[src/rtl/pipelined_carry_select_adder_if.sv]
// Operand/result bus of the pipelined carry-select adder.
// Handshake: a beat moves across a side on a rising edge where that side's
// valid and ready are both high. in_ready depends only on out_valid and
// out_ready. While out_valid is high and out_ready is low, sum/cout/ovf
// hold their values.
interface pipelined_carry_select_adder_if #(
   parameter int N = 16
);
   logic         in_valid;
   logic         in_ready;
   logic [N-1:0] a;
   logic [N-1:0] b;
   logic         cin;
   logic         sub;
   logic         out_valid;
   logic         out_ready;
   logic [N-1:0] sum;
   logic         cout;
   logic         ovf;

   modport master (
      output in_valid, a, b, cin, sub, out_ready,
      input  in_ready, out_valid, sum, cout, ovf
   );

   modport slave (
      input  in_valid, a, b, cin, sub, out_ready,
      output in_ready, out_valid, sum, cout, ovf
   );
endinterface

[src/rtl/pipelined_carry_select_adder.sv]
// Pipelined carry-select adder/subtractor. Operands are cut into B-bit
// segments; stage k resolves segment k by choosing between its carry-0 and
// carry-1 sums with the carry registered by stage k-1. Raw operand bits of
// the segments that are still unresolved travel down the pipe with the beat.
// A single global stall freezes every stage when the output is blocked.
module pipelined_carry_select_adder #(
   parameter int N = 16,
   parameter int B = 4
) (
   input  logic clk,
   input  logic rst_n,
   pipelined_carry_select_adder_if.slave bus
);
   localparam int S = (N + B - 1) / B;

   logic         stall;
   logic [N-1:0] bx;
   logic         c0;

   assign stall       = bus.out_valid & ~bus.out_ready;
   assign bus.in_ready = ~stall;
   // Subtraction is a + ~b + 1, so cin is ignored in that mode.
   assign bx = bus.sub ? ~bus.b : bus.b;
   assign c0 = bus.sub | bus.cin;

   for (genvar k = 0; k < S; k++) begin : stg
      localparam int LO  = k * B;
      localparam int W   = (k == S - 1) ? N - LO : B;
      localparam int HI  = LO + W;
      localparam int RAW = N - HI;

      logic [W-1:0]  sa;
      logic [W-1:0]  sb;
      logic          ci;
      logic          vi;
      logic [W:0]    r0;
      logic [W:0]    r1;
      logic [W:0]    r;
      logic [HI-1:0] sum_d;
      logic [HI-1:0] sum_q;
      logic          c_q;
      logic          v_q;

      if (k == 0) begin : g_src
         assign sa    = bus.a[W-1:0];
         assign sb    = bx[W-1:0];
         assign ci    = c0;
         assign vi    = bus.in_valid;
         assign sum_d = r[W-1:0];
      end else begin : g_src
         assign sa    = stg[k-1].g_raw.a_q[W-1:0];
         assign sb    = stg[k-1].g_raw.b_q[W-1:0];
         assign ci    = stg[k-1].c_q;
         assign vi    = stg[k-1].v_q;
         assign sum_d = {r[W-1:0], stg[k-1].sum_q};
      end

      // Both carry hypotheses are ripple-summed; the incoming carry only drives the mux.
      assign r0 = {1'b0, sa} + {1'b0, sb};
      assign r1 = {1'b0, sa} + {1'b0, sb} + (W + 1)'(1);
      assign r  = ci ? r1 : r0;

      // Stage register: valid, resolved low sum bits and this segment's carry out.
      always_ff @(posedge clk or negedge rst_n) begin
         if (!rst_n) begin
            v_q   <= 1'b0;
            c_q   <= 1'b0;
            sum_q <= '0;
         end else if (!stall) begin
            v_q   <= vi;
            c_q   <= r[W];
            sum_q <= sum_d;
         end
      end

      if (RAW > 0) begin : g_raw
         logic [RAW-1:0] a_d;
         logic [RAW-1:0] b_d;
         logic [RAW-1:0] a_q;
         logic [RAW-1:0] b_q;

         if (k == 0) begin : g_ld
            assign a_d = bus.a[N-1:HI];
            assign b_d = bx[N-1:HI];
         end else begin : g_ld
            assign a_d = stg[k-1].g_raw.a_q[N-LO-1:W];
            assign b_d = stg[k-1].g_raw.b_q[N-LO-1:W];
         end

         // Carry the unresolved operand bits forward, aligned to bit 0.
         always_ff @(posedge clk or negedge rst_n) begin
            if (!rst_n) begin
               a_q <= '0;
               b_q <= '0;
            end else if (!stall) begin
               a_q <= a_d;
               b_q <= b_d;
            end
         end
      end

      if (k == S - 1) begin : g_msb
         logic cm_q;

         // Carry into bit N-1, recovered from the MSB sum bit and its operands.
         always_ff @(posedge clk or negedge rst_n) begin
            if (!rst_n) begin
               cm_q <= 1'b0;
            end else if (!stall) begin
               cm_q <= r[W-1] ^ sa[W-1] ^ sb[W-1];
            end
         end
      end
   end

   assign bus.out_valid = stg[S-1].v_q;
   assign bus.sum       = stg[S-1].sum_q;
   assign bus.cout      = stg[S-1].c_q;
   assign bus.ovf       = stg[S-1].g_msb.cm_q ^ stg[S-1].c_q;
endmodule

[src/flat_wrapper.sv]
// flat-port wrapper written by rule: the top's interface ports become plain ports
module pipelined_carry_select_adder_flat 
#(
   parameter int N = 16,
   parameter int B = 4
)
  (clk, rst_n, bus_in_valid, bus_a, bus_b, bus_cin, bus_sub, bus_out_ready, bus_in_ready, bus_out_valid, bus_sum, bus_cout, bus_ovf);
  pipelined_carry_select_adder_if #(.N(N)) bus_i ();
  input  logic clk;
  input  logic rst_n;
  input wire logic [$bits(bus_i.in_valid)-1:0] bus_in_valid;
  input wire logic [$bits(bus_i.a)-1:0] bus_a;
  input wire logic [$bits(bus_i.b)-1:0] bus_b;
  input wire logic [$bits(bus_i.cin)-1:0] bus_cin;
  input wire logic [$bits(bus_i.sub)-1:0] bus_sub;
  input wire logic [$bits(bus_i.out_ready)-1:0] bus_out_ready;
  output wire logic [$bits(bus_i.in_ready)-1:0] bus_in_ready;
  output wire logic [$bits(bus_i.out_valid)-1:0] bus_out_valid;
  output wire logic [$bits(bus_i.sum)-1:0] bus_sum;
  output wire logic [$bits(bus_i.cout)-1:0] bus_cout;
  output wire logic [$bits(bus_i.ovf)-1:0] bus_ovf;
  assign bus_i.in_valid = bus_in_valid;
  assign bus_i.a = bus_a;
  assign bus_i.b = bus_b;
  assign bus_i.cin = bus_cin;
  assign bus_i.sub = bus_sub;
  assign bus_i.out_ready = bus_out_ready;
  assign bus_in_ready = bus_i.in_ready;
  assign bus_out_valid = bus_i.out_valid;
  assign bus_sum = bus_i.sum;
  assign bus_cout = bus_i.cout;
  assign bus_ovf = bus_i.ovf;
  pipelined_carry_select_adder #(.N(N), .B(B)) u_core (.clk(clk), .rst_n(rst_n), .bus(bus_i));
endmodule
[config.mk]
export PLATFORM = sky130hd
export DESIGN_NAME = pipelined_carry_select_adder_flat
export DESIGN_NICKNAME = d
export VERILOG_FILES = /design/src/rtl/pipelined_carry_select_adder_if.sv /design/src/rtl/pipelined_carry_select_adder.sv /design/src/flat_wrapper.sv
export SDC_FILE = /design/constraint.sdc
export NUM_CORES = 1
export LEC_CHECK = 0
export ABC_CLOCK_PERIOD_IN_PS = 2800
export BUFFER_PORTS_ARGS = -buffer_cell sky130_fd_sc_hd__buf_2
export CAP_MARGIN = 0
export CORE_MARGIN = 1
export CORE_UTILIZATION = 58
export DETAILED_ROUTE_END_ITERATION = 10
export PLACE_DENSITY_LB_ADDON = 0.3
export SYNTH_ARGS = -nofsm -noshare
export SYNTH_HDL_FRONTEND = slang
export SYNTH_SLANG_ARGS = --single-unit
[constraint.sdc]
create_clock -name clk -period 2.8 [get_ports clk]
set_input_delay 0.14 -clock clk [delete_from_list [all_inputs] [get_ports clk]]
set_output_delay 0.14 -clock clk [all_outputs]
set_load 0.1 [all_outputs]
**After elaboration in Yosys (flattened, before gate mapping)**

Index checks and enable logic that the tools add are counted.

- Add/sub/neg operators: 8
- Muxes and demuxes: 5
- Bitwise logic cells: 8

Operator list:

| cell | count |
|---|---|
| 4-bit by 4-bit adder with 5-bit output | 4 |
| 5-bit by 1-bit adder with 5-bit output (second input constant) | 4 |
| 5-bit 2-to-1 mux | 4 |
| 16-bit 2-to-1 mux | 1 |
| 16-bit inverter | 1 |
| 1-bit XOR | 3 |
| 1-bit inverter | 2 |
| 1-bit bitwise AND | 1 |
| 1-bit bitwise OR | 1 |

- Bits in registers: 97
- Input port bits: 38
- Output and inout port bits: 20
- Word-level logic and storage cells: 40

**Logic depth before layout (Yosys ltp)**

Gate-level depths: netlist of the first run.

- Word-level depth: 5
- Depth in mapped cells: 11
- Gate-level depth less buffers: 9

**Worst setup path after synthesis of the first run**

No wires, ideal clock.

- Path type: flip-flop to flip-flop
- Start point: register u_core.stg[3].v_q, in the netlist u_core.bus.out_valid
- End point: register u_core.stg[3].c_q, in the netlist u_core.bus.cout
- Setup time: 187 ps
- Data arrival time: 2,567 ps
- Data required time: 2,613 ps
- Path slack: 46 ps
- Cell stages (with the launch flop): 6
- Path buffers: 2
- Clock period less this slack: 2,754 ps
- Cells stage by stage: dfrtp_1 > nor2b_1 > inv_2 > clkbuf_1 > clkbuf_1 > a21oi_1

- Longest elaborated chain between the ends: 1

RTL lines:

| item | line | source |
|---|---|---|
| start: declaration | pipelined_carry_select_adder.sv:42 | `logic v_q;` |
| start signal: assignment | pipelined_carry_select_adder.sv:70 | `v_q <= vi;` |
| 1-bit bitwise AND | pipelined_carry_select_adder.sv:20 | `assign stall = bus.out_valid & ~bus.out_ready;` |
| end signal: assignment | pipelined_carry_select_adder.sv:71 | `c_q <= r[W];` |
| end: declaration | pipelined_carry_select_adder.sv:41 | `logic c_q;` |

No other way between the ends.
A chain may end at the register's enable or synchronous reset.

**Final worst setup path of the first run**

- Start point: register u_core.stg[2].g_raw.b_q[0]
- End point: register u_core.stg[3].c_q, in the netlist u_core.bus.cout

- Longest elaborated chain between the ends: 3

RTL lines:

| item | line | source |
|---|---|---|
| start: declaration | pipelined_carry_select_adder.sv:80 | `logic [RAW-1:0] b_q;` |
| start signal: assignment | pipelined_carry_select_adder.sv:94 | `b_q <= '0;` |
| start signal: assignment | pipelined_carry_select_adder.sv:97 | `b_q <= b_d;` |
| 4-bit by 4-bit adder with 5-bit output * | pipelined_carry_select_adder.sv:59, pipelined_carry_select_adder.sv:60 |  |
| 5-bit by 1-bit adder with 5-bit output | pipelined_carry_select_adder.sv:60 | `assign r1 = {1'b0, sa} + {1'b0, sb} + (W + 1)'(1);` |
| 5-bit 2-to-1 mux * | pipelined_carry_select_adder.sv:61 | `assign r = ci ? r1 : r0;` |

Every way passes the cells marked *; elsewhere a longest branch is shown, timed or not.

==> results of run 1 <==
power by group:
| group | leakage, nW | internal [mW] | switching [mW] |
|---|---|---|---|
| sequential | 1.17 | 2.03 | 0.380 |
| combinational | 1.46 | 1.14 | 2.43 |
| clock | 0.0953 | 0.435 | 0.469 |
cell type report:
| class | count | area share, % |
|---|---|---|
| Inverter | 7 | 0.4981 |
| Multi-Input combinational cell | 366 | 37.97 |
| Antenna cell | 1 | 0.04744 |
| Clock inverter | 5 | 1.044 |
| Timing Repair Buffer | 75 | 9.393 |
| Tap cell | 99 | 2.348 |
| Clock buffer | 11 | 2.680 |
| Sequential cell | 97 | 46.02 |
metal layers:
metal  up-vias  track usage [%]
li1       1701                -
met3        19            3.535
met1      1597            30.02
met2        61            37.37
met4         0            11.29
met5         -                0
worst max-delay path by stage:
| stage | end | slack [ns] | depth (start not counted) |
|---|---|---|---|
| finish | u_core.bus.cout | 0.52 | 9 |
| global route | u_core.bus.cout | 0.40 | 9 |
| detailed placement | u_core.stg[3].g_msb.cm_q | 0.55 | 7 |
| global placement | u_core.stg[3].g_msb.cm_q | 0.68 | 7 |
| floorplan | u_core.bus.cout | 0.05 | 5 |
| CTS | u_core.bus.cout | 0.54 | 9 |
cell usage in the layout, fill, tap and decap left out:
cell / synthesis / routed
nand4_1: 2 / 2
buf_12: 0 / 3
bufinv_16: 0 / 1
nand3_1: 6 / 6
mux2_4: 1 / 1
o21ai_0: 25 / 25
dfrtp_1: 97 / 97
dlygate4sd3_1: 0 / 13
ha_1: 20 / 20
inv_1: 6 / 6
buf_4: 0 / 4
a21oi_1: 20 / 20
nand2_1: 210 / 210
nand4b_1: 1 / 1
and4_4: 1 / 1
xnor3_1: 1 / 1
clkbuf_1: 22 / 1
nand2b_1: 2 / 2
mux2i_1: 3 / 3
fa_1: 4 / 4
clkinv_2: 0 / 2
xor2_1: 15 / 15
xnor2_1: 21 / 21
a21o_2: 1 / 1
clkinvlp_4: 0 / 2
a21o_1: 8 / 8
nor3_1: 3 / 3
nor4b_1: 4 / 4
buf_2: 2 / 55
and3_1: 1 / 1
nor2b_4: 0 / 1
diode_2: 0 / 1
inv_2: 1 / 1
nor2_1: 15 / 15
clkbuf_8: 0 / 10
nor2_2: 1 / 1
state kept, by name, summed over array words and instances, names as in the netlist:
register               count
u_core.stg.c_q             3
u_core.stg.g_raw.b_q      24
u_core.bus.out_valid       1
u_core.stg.v_q             3
u_core.bus.cout            1
u_core.stg.sum_q          24
u_core.stg.g_raw.a_q      24
u_core.stg.g_msb.cm_q      1
u_core.bus.sum            16
metrics by stage:
stage,std cells,power (mW),setup WS (ns),utilization (%)
after floorplan,495,5.276,0.04618,-
after global placement,631,5.820,0.6781,66.76
after detailed placement,631,6.003,0.5458,66.76
after CTS,660,6.924,0.5418,71.17
after global routing,660,7.392,0.4009,71.17
final,661,6.891,0.5211,71.20
worst max-delay path: cells and delay by family, from the launching register on:
kind	cells	cell delay, ns
adders and majority gates	3	0.80
and+or+nand+nor	2	0.49
DFF	1	0.39
buffers and inverters	2	0.18
xor gates and xnor gates	1	0.18
AOI/OAI and AO/OA	1	0.09
kinds of logic (layout without fill, tap and decap cells):
| kind of cell | Yosys count | in the layout |
|---|---|---|
| xor gates and xnor gates | 37 | 37 |
| adders and majority gates | 24 | 24 |
| muxes | 4 | 4 |
| DFF | 97 | 97 |
| other | 0 | 1 |
| buffers and inverters | 32 | 98 |
| AOI/OAI and AO/OA | 54 | 54 |
| and+or+nand+nor | 247 | 247 |
==> impl_metrics.tcl, run 1 <==
set metrics [dict create \
    ys_types 29 \
    routed.top_layer "met4" \
    path_clk_slew_ns 0.09 \
    portBuffers 57 \
    period_share_pct 81.39 \
    met1_length_um 3804 \
    synth_compound_area_share_pct 6.468 \
    firstDrtPassIters 4 \
    viasPerCell 5.110 \
    multi_input_area_mm2 0.002003 \
    wire_per_inst_um 12.91 \
    cts_buffers 9 \
    antenna_found_initial 1 \
    slew_violations 0 \
    crit_path_max_incr_delay_ns 0.44 \
    reg2reg_from "u_core.stg[2].g_raw.b_q[0]" \
    clk_latency_ns 0.36 \
    synth_top_flop_cell "dfrtp_1" \
    row_count 31 \
    worstPathArrival_ns 2.49 \
    die_area_mm2 0.008196 \
    n_fill_cell 573 \
    core_area_mm2 0.007408 \
    fin_skew_ns 0.01061 \
    setup_viol 0 \
    grt_max_degree 103 \
    area.sequential_mm2 0.002427 \
    ff2ff_setup_slack_ns 0.52 \
    p_leak_nw 2.725 \
    area_growth_pct 16.05 \
    hold_viol 0 \
    synth-edff-count 0 \
    netlist_area_mm2 0.004546 \
    netlist_instances 495 \
    synth_simple_gate_area_share_pct 21.75 \
    hold_ws_ns 0.002594 \
    placed_area_mm2 0.004946 \
    ys_warn_count 0 \
    criticalPathCategory "flip-flop to flip-flop" \
    wl_met2_um 4208 \
    rr_endpoint "u_core.bus.cout" \
    critical_path.startpoint "u_core.stg[2].g_raw.b_q[0]" \
    reg2reg_depth 9 \
    required_ns 3.01 \
    worstMarginPinSlew_ns 0.9396 \
    stdcell_area_mm2 0.005275 \
    async_reset_ff_share_pct 100.0 \
    yosysMostFrequentCell "nand2_1" \
    cp-start-kind "flip-flop" \
    ant_nets 0 \
    die_x_um 90.53 \
    grt_pass1_wl_um 14990 \
    postSynthAreaPerCell_um2 9.183 \
    cts_sinks 97 \
    post_synth_main_area_contributors "dfrtp_1 (53%), nand2_1 (17%), ha_1 (5.5%)" \
    htreeDepth 3 \
    io_pins 58 \
    synth_common_cells "nand2_1 (210), dfrtp_1 (97), o21ai_0 (25)" \
    min-delay-start "bus_a[4]" \
    initial_core_util_pct 61.36 \
    clockBufferDepth 2 \
    drive_above_1_share_pct 14.80 \
    crit_chain "ha_1, inv_1, fa_1, inv_1, ha_1, nand2_1, nor4b_1, xor2_1, a21oi_1" \
    power_density_mw_per_mm2 1306 \
    nets 618 \
    setup_tns_ns 0 \
    fmax_mhz 438.8 \
    drv_cap 0 \
    ir_drop_uv 774.3 \
    post_cts_buffers 0 \
    cts-root-buf "clkbuf_8" \
    crit_fanout 2 \
    cts_tree "yes" \
    synth_xor_area_share_pct 7.432 \
    fp.dieH_um 90.53 \
    relSlewSlack_pct 37.36 \
    min_path_cells 3 \
    yosys.area.top_type_share_pct 53.40 \
    yosysSeqAreaShare_pct 53.40 \
    synth_top_family_by_area "simple AND/OR/NAND/NOR gates" \
    yosysTopAreaCell "dfrtp_1" \
    hp-class "input port to flip-flop" \
    drt_iter0_markers 127 \
    cts_resized 0 \
    syn_nets 557 \
    wirelength_um 8532 \
    place_hpwl_um 5761 \
    synthAdderAreaFrac_pct 7.267 \
    critPathSlowestCell "fa_1" \
    place_congestion 0.7774 \
    cts_hold_buf 13 \
    vias 3378 \
    yosys_register_bits 97 \
    min_to "u_core.stg[0].g_raw.a_q[0]" \
    status "finished, final reports clean" \
    track_usage_pct 22.94 \
    rsz0062_at_grt "false" \
    synth_mux_area_share_pct 0.9909 \
    end_kind "flip-flop" \
    grt_pass1_vias 3363 \
    min_period_ns 2.279 \
    drc_errors 0 \
    grt_remaining_overflow 0 \
    wl_met3_um 327 \
]
(Power assumes the default switching activity.)
==> run 2: changes to the inputs <==
--- a/config.mk
+++ b/config.mk
@@ -5,11 +5,12 @@
 export SDC_FILE = /design/constraint.sdc
 export NUM_CORES = 1
 export LEC_CHECK = 0
-export ABC_CLOCK_PERIOD_IN_PS = 2800
+export ABC_AREA = 1
+export ABC_CLOCK_PERIOD_IN_PS = 1900
 export BUFFER_PORTS_ARGS = -buffer_cell sky130_fd_sc_hd__buf_2
 export CAP_MARGIN = 0
 export CORE_MARGIN = 1
-export CORE_UTILIZATION = 58
+export CORE_UTILIZATION = 52
 export DETAILED_ROUTE_END_ITERATION = 10
 export PLACE_DENSITY_LB_ADDON = 0.3
 export SYNTH_ARGS = -nofsm -noshare
==> constraint.sdc (replaced) <==
create_clock -name clk -period 1.9 [get_ports clk]
set_input_delay 0.095 -clock clk [delete_from_list [all_inputs] [get_ports clk]]
set_output_delay 0.095 -clock clk [all_outputs]
set_load 0.1 [all_outputs]
==> impl_metrics.tcl, run 2 <==
set metrics [dict create \
    synth_top_flop_cell "dfrtp_1" \
    antenna_found_initial 0 \
    fp.dieH_um 97.82 \
    placed_area_mm2 0.005195 \
    clockBufferDepth 2 \
    place_congestion 0.8321 \
    place_hpwl_um 5914 \
    hp-class "input port to flip-flop" \
    ir_drop_uv 935.6 \
    min_period_ns 1.924 \
    drv_cap 0 \
    synth_xor_area_share_pct 3.485 \
    row_count 34 \
    yosysSeqAreaShare_pct 50.84 \
    track_usage_pct 20.32 \
    crit_chain "ha_2, fa_1, ha_2, nand2_2, nor2_4, nand3_2, nand2_1, nand3_1, o21ai_1" \
    firstDrtPassIters 7 \
    end_kind "flip-flop" \
    worst_path_most_repeated_cell "ha_2" \
    synth_compound_area_share_pct 8.202 \
    power_density_mw_per_mm2 1857 \
    dp_slack_ns -0.02078 \
    io_pins 58 \
    yosys.area.top_type_share_pct 50.84 \
    cts_buffers 9 \
    setup_slack_ns -0.02434 \
    path_buf_inv 0 \
    vias 3769 \
    worstPathArrival_ns 2.20 \
    path_clk_slew_ns 0.09 \
    drt_iter0_markers 175 \
    grt_max_degree 116 \
    grt_pass1_wl_um 15780 \
    routed.top_layer "met4" \
    crit_path_max_incr_delay_ns 0.55 \
    final_cell_mix "nand2_1 (201), dfrtp_1 (96), buf_2 (55)" \
    portBuffers 57 \
    wire_per_inst_um 12.34 \
    postSynthAreaPerCell_um2 8.541 \
    netlist_area_mm2 0.004775 \
    syn_nets 621 \
    reg_top3 "u_core.stg.g_raw.a_q x24, u_core.stg.g_raw.b_q x24, u_core.stg.sum_q x24" \
    synth-edff-count 0 \
    synthAdderAreaFrac_pct 6.918 \
    cp-start-kind "flip-flop" \
    worstMarginPinSlew_ns 0.5288 \
    core_area_mm2 0.008806 \
    nets 694 \
    relSlewSlack_pct 64.75 \
    cts_sinks 97 \
    cts_tree "yes" \
    postLayoutCoreUtil_pct 64.08 \
    violations "DRC, setup timing" \
    wl_met2_um 4502 \
    period_share_pct 101.3 \
    required_ns 2.18 \
    initial_core_util_pct 54.22 \
    grt_remaining_overflow 0 \
    drive_above_1_share_pct 19.34 \
    netlist_instances 559 \
    antenna_cells 0 \
    cts-root-buf "clkbuf_8" \
    hold_viol 0 \
    grt_pass1_vias 3679 \
    crit_fanout 3 \
    die_x_um 97.82 \
    drc_errors 2 \
    wl_met3_um 318 \
    slew_violations 0 \
    area_growth_pct 18.19 \
    ant_nets 0 \
    htreeDepth 3 \
    criticalPathCategory "flip-flop to flip-flop" \
    layout_commonest_cell "nand2_1" \
    synth_simple_gate_area_share_pct 23.64 \
    wirelength_um 9184 \
    status "finished with violations" \
    crit_family "adder cells" \
    p_leak_nw 2.912 \
    min_path_cells 3 \
    synth_mux_area_share_pct 0 \
    hold_ws_ns 0.01803 \
    viasPerCell 5.066 \
    cp_num_cells 9 \
    met1_length_um 4248 \
    die_area_mm2 0.009569 \
    critPathSlowestCell "fa_1" \
    ys_warn_count 0 \
    power_mw 10.48 \
    ys_types 31 \
    yosys_register_bits 97 \
    setup_viol 1 \
    post_synth_main_area_contributors "dfrtp_1 (51%), nand2_1 (16%), o21ai_0 (5.3%)" \
    synth_top_family_by_area "simple AND/OR/NAND/NOR gates" \
    synth_common_cells "nand2_1 (204), dfrtp_1 (97), inv_1 (51), o21ai_0 (51), nand3_1 (30)" \
    fin_skew_ns 0.01401 \
    yosysTopAreaCell "dfrtp_1" \
    async_reset_ff_share_pct 100.0 \
    fmax_mhz 519.7 \
    stdcell_area_mm2 0.005643 \
    rsz0062_at_grt "true" \
    clk_latency_ns 0.36 \
    reg2reg_depth 9 \
    yosysMostFrequentCell "nand2_1" \
]
## run 2: logic make-up (layout without fill, tap and decap cells)
family	Yosys count	count (layout)
compound gates	73	73
xor+xnor	19	19
fa+ha+maj	24	24
buf+inv	77	154
flops	97	97
simple gates	269	269
## run 2: worst paths after layout
kind	start	endpoint	slack, ns
worst max-delay path	u_core.stg[0].g_raw.a_q[0]	u_core.stg[1].c_q	-0.02
worst min-delay path	bus_b[9]	u_core.stg[0].g_raw.b_q[5]	0.02
worst max register to register	u_core.stg[0].g_raw.a_q[0]	u_core.stg[1].c_q	-0.02
worst min register to register	u_core.stg[2].v_q	u_core.bus.out_valid	0.47
max in group asynchronous	rst_n	u_core.bus.out_valid	1.15
min in group asynchronous	rst_n	u_core.bus.sum[14]	0.31
## run 2: layer usage
metal,GRT usage [%],up-vias
li1,-,1903
met1,26.18,1790
met2,34.67,64
met3,3.722,12
met4,6.760,0
met5,0,-
## run 2: metrics by stage
step           cells  setup TNS [ns]
3_3_place_gp     710               0
4_1_cts          739       -0.008755
3_5_place_dp     710        -0.07585
6_report         744        -0.02434
2_1_floorplan    559         -0.1189
5_1_grt          744         -0.5100
## run 2: final cells by class
type                       count  area (µm²)
fill                         731        3163
multi-input combinational    385        2093
clock inverter                 5       63.81
inverter                      55       206.4
tap                          108       135.1
clock buffer                  10       137.6
sequential                    97        2429
timing repair buffer          84       578.1
## run 2: where the power goes
part	total, mW	internal (mW)	leakage (nW)	switching, mW
sequential	3.51	2.99	1.17	0.523
combinational	5.61	1.67	1.64	3.94
clock	1.36	0.649	0.0994	0.706
total	10.5	5.31	2.91	5.17
## run 2: timing repair
| action | 4_1_cts | 5_1_grt |
|---|---|---|
| pin swaps | 2 | 21 |
| hold endpoints to repair | 110 | 0 |
| hold buffers | 14 | 0 |
| buffers inserted | 0 | 5 |
| endpoints found under the setup margin | 3 | 7 |
| resized for setup | 2 | 20 |
## run 2: worst reg2reg max path, delay by kind of cell, from the launching register on
family / cells / cell delay (ns)
adders and majority gates: 3 / 0.94
DFF: 1 / 0.41
AOI/OAI and AO/OA: 1 / 0.08
and+or+nand+nor: 5 / 0.41
